### config.mk
export PLATFORM = sky130hd
export DESIGN_NAME = game_score_timer
export DESIGN_NICKNAME = d
export VERILOG_FILES = /design/src/rtl/game_score_timer_pkg.sv /design/src/rtl/game_score_timer_seg7_decode.sv /design/src/rtl/game_score_timer.sv
export SDC_FILE = /design/constraint.sdc
export NUM_CORES = 1
export LEC_CHECK = 0
export CAP_MARGIN = 20
export CORE_AREA = 2 2 97 99
export DETAILED_ROUTE_END_ITERATION = 12
export DIE_AREA = 0 0 99 101
export PLACE_DENSITY = 0.69
export SLEW_MARGIN = 10
export SYNTH_ARGS = -nofsm -noshare
export SYNTH_HDL_FRONTEND = slang
export SYNTH_HIERARCHICAL = 1
export SYNTH_SLANG_ARGS = --single-unit
### constraint.sdc
create_clock -name clk -period 1.8 [get_ports clk]
set_clock_uncertainty 0.15 [all_clocks]
set_input_delay 0.27 -clock clk [delete_from_list [all_inputs] [get_ports clk]]
set_output_delay 0.27 -clock clk [all_outputs]
set_load 0.02 [all_outputs]
### src/rtl/game_score_timer_pkg.sv
// game_pkg: round states and active-low 7-segment codes shared by the score/timer block
package game_pkg;
  typedef enum logic [1:0] {READY, PLAY, DONE} state_t;
  localparam logic [6:0] SEG_0     = 7'b1000000;
  localparam logic [6:0] SEG_1     = 7'b1111001;
  localparam logic [6:0] SEG_2     = 7'b0100100;
  localparam logic [6:0] SEG_3     = 7'b0110000;
  localparam logic [6:0] SEG_4     = 7'b0011001;
  localparam logic [6:0] SEG_5     = 7'b0010010;
  localparam logic [6:0] SEG_6     = 7'b0000010;
  localparam logic [6:0] SEG_7     = 7'b1111000;
  localparam logic [6:0] SEG_8     = 7'b0000000;
  localparam logic [6:0] SEG_9     = 7'b0010000;
  localparam logic [6:0] SEG_BLANK = 7'b1111111;
  localparam logic [6:0] SEG_LUT [10] = '{SEG_0, SEG_1, SEG_2, SEG_3, SEG_4,
                                          SEG_5, SEG_6, SEG_7, SEG_8, SEG_9};
endpackage

### src/rtl/game_score_timer_seg7_decode.sv
// seg7_decode: one BCD digit to active-low gfedcba segments, blank for non-BCD codes
module seg7_decode
  import game_pkg::*;
(
  input  logic [3:0] bcd_i,
  output logic [6:0] seg_o
);
  assign seg_o = (bcd_i > 4'd9) ? SEG_BLANK : SEG_LUT[bcd_i];
endmodule

### src/rtl/game_score_timer.sv
// game_score_timer: ready/play/done round FSM with BCD countdown, saturating BCD score and 7-seg outputs
module game_score_timer
  import game_pkg::*;
#(
  parameter int CLK_HZ    = 50_000_000,
  parameter int READY_SEC = 3,
  parameter int GAME_SEC  = 60
) (
  input  logic       clk,
  input  logic       reset,
  input  logic       add,
  output logic       start,
  output logic       finish,
  output logic [6:0] time1,
  output logic [6:0] time10,
  output logic [6:0] score1,
  output logic [6:0] score10
);
  localparam int PW = CLK_HZ > 1 ? $clog2(CLK_HZ) : 1;
  localparam logic [PW-1:0] PRE_MAX = PW'(CLK_HZ - 1);
  localparam logic [3:0] RDY0 = 4'(READY_SEC);
  localparam logic [3:0] G10  = 4'(GAME_SEC / 10);
  localparam logic [3:0] G1   = 4'(GAME_SEC % 10);
  state_t        state_q, state_d;
  logic [PW-1:0] pre_q, pre_d;
  logic [3:0]    rdy_q, rdy_d, rem10_q, rem10_d, rem1_q, rem1_d, sc10_q, sc10_d, sc1_q, sc1_d;
  logic          add_q, tick, add_edge;
  // next state: prescaler, round phase, countdown and score (ticks only happen outside DONE)
  always_comb begin
    tick     = (state_q != DONE) && (pre_q == PRE_MAX);
    add_edge = add & ~add_q;
    state_d  = state_q;
    rdy_d    = rdy_q;
    rem10_d  = rem10_q;
    rem1_d   = rem1_q;
    sc10_d   = sc10_q;
    sc1_d    = sc1_q;
    pre_d    = (tick || state_q == DONE) ? '0 : pre_q + 1'b1;
    if (tick && state_q == READY) begin
      rdy_d = rdy_q - 4'd1;
      if (rdy_q == 4'd1) state_d = PLAY;
    end
    if (tick && state_q == PLAY) begin
      if (rem10_q == 4'd0 && rem1_q == 4'd1) begin
        rem1_d  = 4'd0;
        state_d = DONE;
      end else if (rem1_q == 4'd0) begin
        rem10_d = rem10_q - 4'd1;
        rem1_d  = 4'd9;
      end else rem1_d = rem1_q - 4'd1;
    end
    if (add_edge && state_q == PLAY && !(sc10_q == 4'd9 && sc1_q == 4'd9)) begin
      sc1_d  = (sc1_q == 4'd9) ? 4'd0 : sc1_q + 4'd1;
      sc10_d = (sc1_q == 4'd9) ? sc10_q + 4'd1 : sc10_q;
    end
  end
  // state register; start/finish decoded from the next state so they move with it
  always_ff @(posedge clk or negedge reset) begin
    if (!reset) begin
      state_q <= READY;
      pre_q   <= '0;
      rdy_q   <= RDY0;
      rem10_q <= G10;
      rem1_q  <= G1;
      sc10_q  <= 4'd0;
      sc1_q   <= 4'd0;
      add_q   <= 1'b0;
      start   <= 1'b0;
      finish  <= 1'b0;
    end else begin
      state_q <= state_d;
      pre_q   <= pre_d;
      rdy_q   <= rdy_d;
      rem10_q <= rem10_d;
      rem1_q  <= rem1_d;
      sc10_q  <= sc10_d;
      sc1_q   <= sc1_d;
      add_q   <= add;
      start   <= state_d != READY;
      finish  <= state_d == DONE;
    end
  end
  seg7_decode u_time1   (.bcd_i(rem1_q),  .seg_o(time1));
  seg7_decode u_time10  (.bcd_i(rem10_q), .seg_o(time10));
  seg7_decode u_score1  (.bcd_i(sc1_q),   .seg_o(score1));
  seg7_decode u_score10 (.bcd_i(sc10_q),  .seg_o(score10));
endmodule

# Word-level counts from Yosys, hierarchy flattened
# Memories as Yosys holds them, arrays and structs flattened.
# Index checks and enable logic that the tools add are counted.
# Widths: inputs -> output; s select.
[op_classes]
n_addsub = 6
multipliers = 0
n_div = 0
order_cmp = 8
n_eq_ne = 9
shift = 0
n_mux = 20
bitwise = 7
n_reduce_logical = 15
[ops]
columns = ["op", "n"]
rows = [
  ["$mux 7", 12],
  ["$add 26x1->26 const B", 1],
  ["$eq 26x26->1 const B", 1],
  ["$mux 26", 1],
  ["$ge 5x5->1 const B", 4],
  ["$not 4->5", 4],
  ["$gt 4x4->1 const B", 4],
  ["$mux 4", 3],
  ["$sub 4x1->4 const B", 3],
  ["$add 4x1->4 const B", 2],
  ["$eq 4x1->1 const B", 2],
  ["$eq 4x4->1 const B", 2],
  ["$logic_not 4->1", 2],
  ["$mux 2", 4],
  ["$logic_and 1x1->1", 7],
  ["$eq 2x2->1 const B", 2],
  ["$reduce_and 3->1", 1],
  ["$eq 2x1->1 const B", 1],
  ["$logic_not 2->1", 1],
  ["$ne 2x2->1 const B", 1],
  ["$not 1->1", 2],
  ["$reduce_and 2->1", 1],
  ["$reduce_bool 2->1", 1],
  ["$and 1x1->1", 1],
  ["2 further kinds", 2],
]
[totals]
register_bits = 51
latch_bits = 0
ram_bits = 0
rom_bits = 448
input_bits = 3
output_inout_bits = 30
wordCells = 79
mem_count = 4
[memory_table]
columns = ["memory", "words", "width", "rd", "rd_ports_with_merged_regs", "write_ports", "line", "source"]
rows = [
  ["(no name shown)", 16, 7, 1, 0, 0, "game_score_timer_seg7_decode.sv:8", "assign seg_o = (bcd_i > 4'd9) ? SEG_BLANK : SEG_LUT[bcd_i];"],
  ["(no name shown)", 16, 7, 1, 0, 0, "game_score_timer_seg7_decode.sv:8", ""],
  ["(no name shown)", 16, 7, 1, 0, 0, "game_score_timer_seg7_decode.sv:8", ""],
  ["(no name shown)", 16, 7, 1, 0, 0, "game_score_timer_seg7_decode.sv:8", ""],
]

# Logic depth before layout (Yosys ltp)
# Gate-level depths: netlist (run 1).
[logic_depth]
ltp_word = 7
ltp_mapped = 8
ltp_nobuf = 6

# By module
# Netlist (run 1), hierarchy kept.
[modules_own_cells]
columns = ["mod", "instances", "cells_per_inst", "area_per_inst_um2", "seq_area_each_um2"]
rows = [
  ["game_score_timer", 1, 253, 2650.0, 1281.2],
  ["seg7_decode", 4, 30, 209.0, 0.0],
]

# Worst setup path before layout (run 1)
# Ideal clock, no wire load.
[synth_timing]
kind = "reg-to-reg"
from = "reg pre_q[9]"
to = "reg state_q[0]"
arrival_time_ns = 1.608
required_time_ns = 1.531
slack_ns = -0.077
stages_incl_launch_ff = 5
n_path_buf = 0
cell_sequence = "dfrtp_1 -> nor4b_2 -> nand4_2 -> or4_1 -> o21a_1"
[synth_via]
elab_chain_cells = 6
elab_cells_between_ends = 7
classes_between = "eq/ne: 1; mux: 3; reduce/logical: 3"
[synth_lines]
columns = ["item", "line", "source"]
rows = [
  ["start, declared", "game_score_timer.sv:25", "logic [PW-1:0] pre_q, pre_d;"],
  ["start signal, assigned", "game_score_timer.sv:72", "pre_q <= pre_d;"],
  ["$eq 26x26->1 (*)", "game_score_timer.sv:30", "tick = (state_q != DONE) && (pre_q == PRE_MAX);"],
  ["$logic_and 1x1->1 (*)", "game_score_timer.sv:30", ""],
  ["$logic_and 1x1->1", "game_score_timer.sv:39", "if (tick && state_q == READY) begin"],
  ["$mux 2", "game_score_timer.sv:39", ""],
  ["$mux 2", "game_score_timer.sv:44", "if (rem10_q == 4'd0 && rem1_q == 4'd1) begin"],
  ["$mux 2 (*)", "game_score_timer.sv:43", "if (tick && state_q == PLAY) begin"],
  ["net state_d[0]", "game_score_timer.sv:24", "state_t state_q, state_d;"],
  ["end signal, assigned", "game_score_timer.sv:71", "state_q <= state_d;"],
  ["end, declared", "game_score_timer.sv:24", ""],
]
# The timed path passes the listed nets; every way through them passes the cells marked *.
# A chain may end at the register's enable or synchronous reset.

# Final worst setup path (run 1)
[layout_timing]
from = "reg rem10_q[1]"
to = "out time10[3]"
[layout_via]
elab_chain_cells = 5
elab_cells_between_ends = 6
classes_between = "order compare: 1; mux: 3; bitwise: 1; memory: 1"
[layout_lines]
columns = ["item", "line", "source"]
rows = [
  ["start, declared", "game_score_timer.sv:26", "logic [3:0] rdy_q, rdy_d, rem10_q, rem10_d, rem1_q, rem1_d, sc10_q, sc10_d, sc1_q, sc1_d;"],
  ["start signal, assigned", "game_score_timer.sv:74", "rem10_q <= rem10_d;"],
  ["$not 4->5 (not written as such)", "game_score_timer_seg7_decode.sv:8", ""],
  ["$mem_v2 16x7", "-", ""],
  ["$mux 7 (not written as such) (2 in a row)", "game_score_timer_seg7_decode.sv:8", ""],
  ["$mux 7 (*)", "game_score_timer_seg7_decode.sv:8", ""],
  ["end, declared", "game_score_timer.sv:15", "output logic [6:0] time10,"],
]
# Mark *: on every way between the ends. The rest lies on a longest branch, timed or not. The select of a mux whose other input is x is not followed.

==> results of run 1 <==
==> metrics by stage <==
step / utilization [%] / hold slack (ns) / area [µm²] / TNS (ns)
4_1_cts: 59.7 / 0.311 / 5360 / -7.04
6_report: 63.9 / 0.307 / 5740 / -9.17
2_1_floorplan: - / -0.176 / 3540 / -1.01
3_3_place_gp: 50.2 / 0.132 / 4510 / -8.99
3_5_place_dp: 50.2 / 0.133 / 4510 / -10.43
5_1_grt: 63.9 / 0.295 / 5740 / -14.12
==> logic make-up (layout without fill, tap and decap cells) <==
| kind of cell | count (synthesis) | after routing | synth area share (%) |
|---|---|---|---|
| simple gates | 143 | 144 | 23.8 |
| compound gates | 79 | 79 | 15.7 |
| flops | 51 | 51 | 36.8 |
| buf+inv | 46 | 188 | 7.04 |
| fa+ha+maj | 27 | 27 | 9.69 |
| xor+xnor | 23 | 23 | 5.78 |
| mux | 4 | 4 | 1.22 |
==> power breakdown <==
part / switching (mW) / internal [mW] / total, mW
Sequential: 0.000187 / 1.15 / 1.15
Combinational: 0.0242 / 0.00895 / 0.0332
Clock: 0.416 / 0.315 / 0.731
Total: 0.440 / 1.47 / 1.91
==> worst max path at each step <==
stage                     startpoint  depth (start not counted)        end  slack (ns)
after CTS                 rem10_q[1]                          6  time10[6]       -0.25
after floorplan             pre_q[0]                          8  pre_q[20]       -0.05
after global placement    rem10_q[1]                          6  time10[4]       -0.44
after global routing      rem10_q[1]                          6  time10[3]       -0.36
after detailed placement  rem10_q[1]                          6  time10[4]       -0.46
final                     rem10_q[1]                          6  time10[3]       -0.25
==> synthesized netlist by cell type (2+ instances only) <==
library cell	n	area [µm²]
a21oi_1	32	160
a22oi_2	4	50.1
a32oi_1	4	35.0
and2_1	3	18.8
and3_2	4	30.0
and4_1	3	26.3
and4bb_2	2	25.0
buf_2	8	40.0
buf_6	7	78.8
clkbuf_1	2	7.51
dfrtp_1	47	1180
dfstp_2	4	105
ha_1	27	338
inv_1	28	105
mux2_2	2	22.5
mux2i_1	2	20.0
nand2_1	21	78.8
nand2b_1	6	37.5
nand3_1	10	50.1
nand4_1	10	62.6
nor2_1	42	158
nor3_1	6	30.0
nor3b_1	2	15.0
nor4_1	4	25.0
o21ai_0	13	65.1
o21ai_1	4	20.0
o21bai_1	2	15.0
o21bai_4	4	75.1
o22a_1	4	35.0
o31ai_1	9	67.6
or3_1	4	25.0
or3_2	3	22.5
or4_1	7	52.6
xnor2_1	8	70.1
xor2_1	15	131
==> state kept, by name, indices dropped and copies added (netlist names) <==
signal,flops
add_q,1
finish,1
start,1
pre_q,26
rem1_q,4
rdy_q,4
sc1_q,4
rem10_q,4
state_q,2
sc10_q,4
==> final cells by class <==
type	instances	area [µm²]	area share [%]
clock inverter	2	16.3	0.284
timing repair buffer	152	1360	23.8
sequential	51	1290	22.4
tap	111	139	2.42
clock buffer	6	82.6	1.44
inverter	28	110	1.92
multi-input combinational	277	2740	47.7
==> what timing repair did <==
item,CTS,global route
cloned,2,2
hold buffers,1,0
endpoints found under the setup margin,55,74
endpoints found under the hold margin,47,0
pin swaps,83,39
buffers inserted,22,9
gates resized for setup,279,75
==> critical path: stages, from the launching register on <==
cell	delay (ns)
dfstp_2	0.57
inv_4	0.06
ha_4	0.18
buf_6	0.11
a22oi_2	0.14
o21ai_1	0.09
buf_4	0.16
==> metal layers <==
metal	vias to the layer above	global-route usage (%)	wire (µm)
met2	79	34.8	5520
met4	0	4.32	175
li1	1608	-	-
met1	1667	23.8	4080
met3	23	2.84	359
met5	-	0	0
==> flow_summary.json, run 1 <==
{
  "fin_crit_ns": 2.05,
  "synth_cells": 373,
  "mostFrequentLayoutCell": "buf_4",
  "yosysWarnings": 6,
  "routed_wl_um": 10100,
  "area.growth.synth_to_final_pct": 64.5,
  "r2r_slack_ns": -0.19,
  "critPathRequiredTime_ns": 1.38,
  "start_kind": "flip-flop",
  "design.core.area_um2": 8980,
  "slew_headroom_pct": 72.4,
  "worst-r2r-cell-count": 6,
  "synth-seq-cells": 51,
  "grt_overflow": 0,
  "cts_made_buffers": 5,
  "initial_core_util_pct": 38.8,
  "die_y_um": 101,
  "port-buffer-count": 32,
  "grt_pass1_wl_um": 15800,
  "ys_types": 55,
  "numClockSinks": 51,
  "htreeDepth": 2,
  "core.rowCount": 35,
  "gp_congestion": 0.854,
  "drive_gt1_share_pct": 60.1,
  "cp_max_fo": 4,
  "post_drt_wl_per_cell_um": 16.2,
  "avgSynthCellArea_um2": 9.35,
  "failed_checks": "setup timing",
  "status": "finished, violations left",
  "clk_pin_slew_ns": 0.10,
  "post-route-drc-count": 0,
  "final_cell_mix": "104 x buf_4, 42 x dfrtp_1, 38 x buf_6, 24 x a21oi_2, 20 x inv_1",
  "cp.arrival_ns": 1.63,
  "fin_cells": 627,
  "r2r_end": "pre_q[24]",
  "antennaDiodeCount": 0,
  "drtPass1Iterations": 4,
  "antenna_found_initial": 0,
  "pre_cts_ws_ns": -0.465,
  "ios": 33,
  "drtIter0Drc": 113,
  "routed_via_density": 5.39,
  "cts_tree": "done",
  "path_class": "reg -> out",
  "hold_class": "in -> async",
  "setup_ws_ns": -0.252,
  "die_area_um2": 10000,
  "end_kind": "output pin",
  "die_w_um": 99,
  "syn_area_um2": 3490,
  "power.density_nw_per_um2": 333,
  "p_leak_nw": 2.44,
  "dp_hpwl_um": 5720,
  "drv_cap": 0,
  "ant_nets": 0,
  "drv_slew": 0,
  "clockBufferDepth": 2,
  "root_buffer": "clkbuf_8",
  "fill_cells": 636,
  "placed_cells": 583,
  "grt_max_degree": 52,
  "synthArstFlopShare_pct": 100,
  "synth_edf_count": 0,
  "vias": 3377,
  "rsz0062_at_grt": "true",
  "ys_seq_area_share_pct": 36.8,
  "syn-num-nets": 403,
  "setup_viol": 65,
  "max_slew.worst_pin.slew_ns": 0.414,
  "reg2reg_from": "pre_q[11]",
  "synthFlopType": "dfrtp_1",
  "fmax_mhz": 487,
  "fin_crit_sh_pct": 114,
  "nNetsFinal": 545,
  "hold_viol": 0,
  "grt_usage_pct": 19.1,
  "fin_total_pwr_mw": 1.91,
  "ir_drop_v": 0.000339,
  "grt_pass1_vias": 3451,
  "clk_latency_ns": 0.31
}
(Power assumes the default switching activity.)
==> run 2: changes to the inputs <==
--- a/config.mk
+++ b/config.mk
@@ -10,6 +10,7 @@
 export DETAILED_ROUTE_END_ITERATION = 12
 export DIE_AREA = 0 0 99 101
 export PLACE_DENSITY = 0.69
+export REMOVE_ABC_BUFFERS = 1
 export SLEW_MARGIN = 10
 export SYNTH_ARGS = -nofsm -noshare
 export SYNTH_HDL_FRONTEND = slang
==> run 2 against run 1 <==
  * Design area down 1.3%
  * Critical path depth down 1
  * Core utilization down 0.84 points
  * Largest power group unchanged
  * Register-to-register slack is essentially flat
  * Worst setup slack worse by 0.013 ns
  * Non-clock buffer count unchanged
  * The run still ends with setup timing left
  * Flip-flop and latch count unchanged
  * Die area did not move
  * Clock-buffer cell count down 1
  * First-iteration DRC count down 23%
  * Clock power up 13%
  * Global-route usage rose by 0.58 points
==> flow_summary.json, run 2 (synthesis gave the netlist of run 1 again) <==
{
  "path_common_cell": "buf_4",
  "path_class": "reg -> out",
  "rsz0062_at_grt": "true",
  "fmax_mhz": 484,
  "root_buffer": "clkbuf_8",
  "hold_slack_ns": 0.279,
  "drtIter0Drc": 87,
  "initial_core_util_pct": 38.8,
  "start_kind": "flip-flop",
  "setup_ws_ns": -0.266,
  "ir_drop_v": 0.000256,
  "r2r_slack_ns": -0.19,
  "drive_gt1_share_pct": 58.5,
  "area.growth.synth_to_final_pct": 62.4,
  "clk_pin_slew_ns": 0.10,
  "grt_pass1_vias": 3457,
  "mostFrequentLayoutCell": "buf_4",
  "routed_wl_um": 10100,
  "post-route-drc-count": 0,
  "grt_max_degree": 26,
  "antenna_found_initial": 0,
  "placed_cells": 589,
  "postPlaceCellArea_um2": 4500,
  "grt_pass1_wl_um": 16200,
  "setup_viol": 72,
  "critPathRequiredTime_ns": 1.38,
  "end_kind": "output pin",
  "fin_crit_sh_pct": 115,
  "clockBufferDepth": 2,
  "hold_class": "in -> async",
  "numClockSinks": 51,
  "final_area_um2": 5660,
  "status": "finished, violations left",
  "largest_reg_flops": 26,
  "power.density_nw_per_um2": 355,
  "cp.arrival_ns": 1.65,
  "gp_congestion": 0.845,
  "grt_overflow": 0,
  "drv_slew": 0,
  "post_drt_wl_per_cell_um": 16.1,
  "ios": 33,
  "port-buffer-count": 32,
  "fill_cells": 677,
  "ant_nets": 0,
  "largest_register": "pre_q",
  "cts_made_buffers": 5,
  "htreeDepth": 2,
  "fin_setup_tns_ns": -9.97,
  "drv_cap": 0,
  "hold_viol": 0,
  "vias": 3355,
  "grt_usage_pct": 19.6,
  "antennaDiodeCount": 0,
  "fin_cells": 627,
  "cts_tree": "done",
  "cp_top_family": "buffers and inverters",
  "dp_hpwl_um": 5890,
  "core.rowCount": 35,
  "clk_latency_ns": 0.31,
  "cp_cell_sequence": "inv_1 -> buf_4 -> ha_1 -> a32oi_2 -> buf_4",
  "cp_num_buf_inv": 3,
  "drtPass1Iterations": 4,
  "cp_max_fo": 3,
  "design.core.area_um2": 8980,
  "die_y_um": 101,
  "p_leak_nw": 2.42,
  "max_slew.worst_pin.slew_ns": 0.466,
  "nNetsFinal": 545,
  "failed_checks": "setup timing",
  "slew_headroom_pct": 68.9,
  "fin_crit_ns": 2.07,
  "die_area_um2": 10000,
  "final_cell_mix": "99 x buf_4, 42 x buf_6, 41 x dfrtp_1, 22 x a21oi_2",
  "slowest_stage": "dfrtp_1",
  "die_w_um": 99,
  "crit_path_max_incr_delay_ns": 0.40,
  "routed_via_density": 5.35
}
-- run 2: final cells by class --
class,count,area [µm²],area share (%)
inverters,28,110,1.95
multi-input cells,277,2660,47.1
flip-flops and latches,51,1290,22.8
well taps,111,139,2.45
repair buffers,152,1350,23.8
clock buffers,5,68.8,1.22
clock inverters,3,43.8,0.774
-- run 2: per-layer routing --
| metal | GRT usage, % | up-vias | wire length (µm) |
|---|---|---|---|
| li1 | - | 1594 | - |
| met1 | 23.5 | 1670 | 4050 |
| met2 | 36.7 | 69 | 5600 |
| met3 | 2.77 | 22 | 274 |
| met4 | 5.27 | 0 | 194 |
| met5 | 0 | - | 0 |
-- run 2: final timing paths --
| path | start | to | depth (start not counted) |
|---|---|---|---|
| worst min-delay path | reset | sc1_q[1] | 2 |
| worst max-delay path | rem10_q[0] | time10[4] | 5 |
| worst min register to register | rdy_q[3] | rdy_q[3] | 1 |
| max in group asynchronous | reset | rem10_q[2] | 3 |
| min in group clk | add | add_q | 1 |
| worst max register to register | pre_q[1] | pre_q[25] | 7 |
-- run 2: metrics by stage --
stage / worst slack, ns / power, mW / utilization (%)
final: -0.266 / 2.01 / 63.1
after global routing: -0.355 / 2.07 / 63.1
after CTS: -0.243 / 2.02 / 60.0
after detailed placement: -0.466 / 1.20 / 50.1
after global placement: -0.414 / 1.20 / 50.1
after floorplan: -0.368 / 1.17 / -
-- run 2: worst register-to-register path, delay by kind of cell, from the launching register on --
family,cells,cell delay [ns]
simple gates,3,0.87
flops,1,0.39
compound gates,1,0.15
buf+inv,3,0.37
-- run 2: where the power goes --
part / internal (mW) / switching, mW / total [mW]
Combinational: 0.0101 / 0.0249 / 0.0350
Clock: 0.415 / 0.411 / 0.825
Sequential: 1.15 / 0.000339 / 1.15
-- run 2: timing repair --
action / 4_1_cts / 5_1_grt
gates cloned: 2 / 0
pin swaps: 82 / 37
hold endpoints to repair: 13 / 0
gates resized for setup: 292 / 59
setup buffers: 21 / 7
endpoints found under the setup margin: 67 / 74
hold buffers: 1 / 0
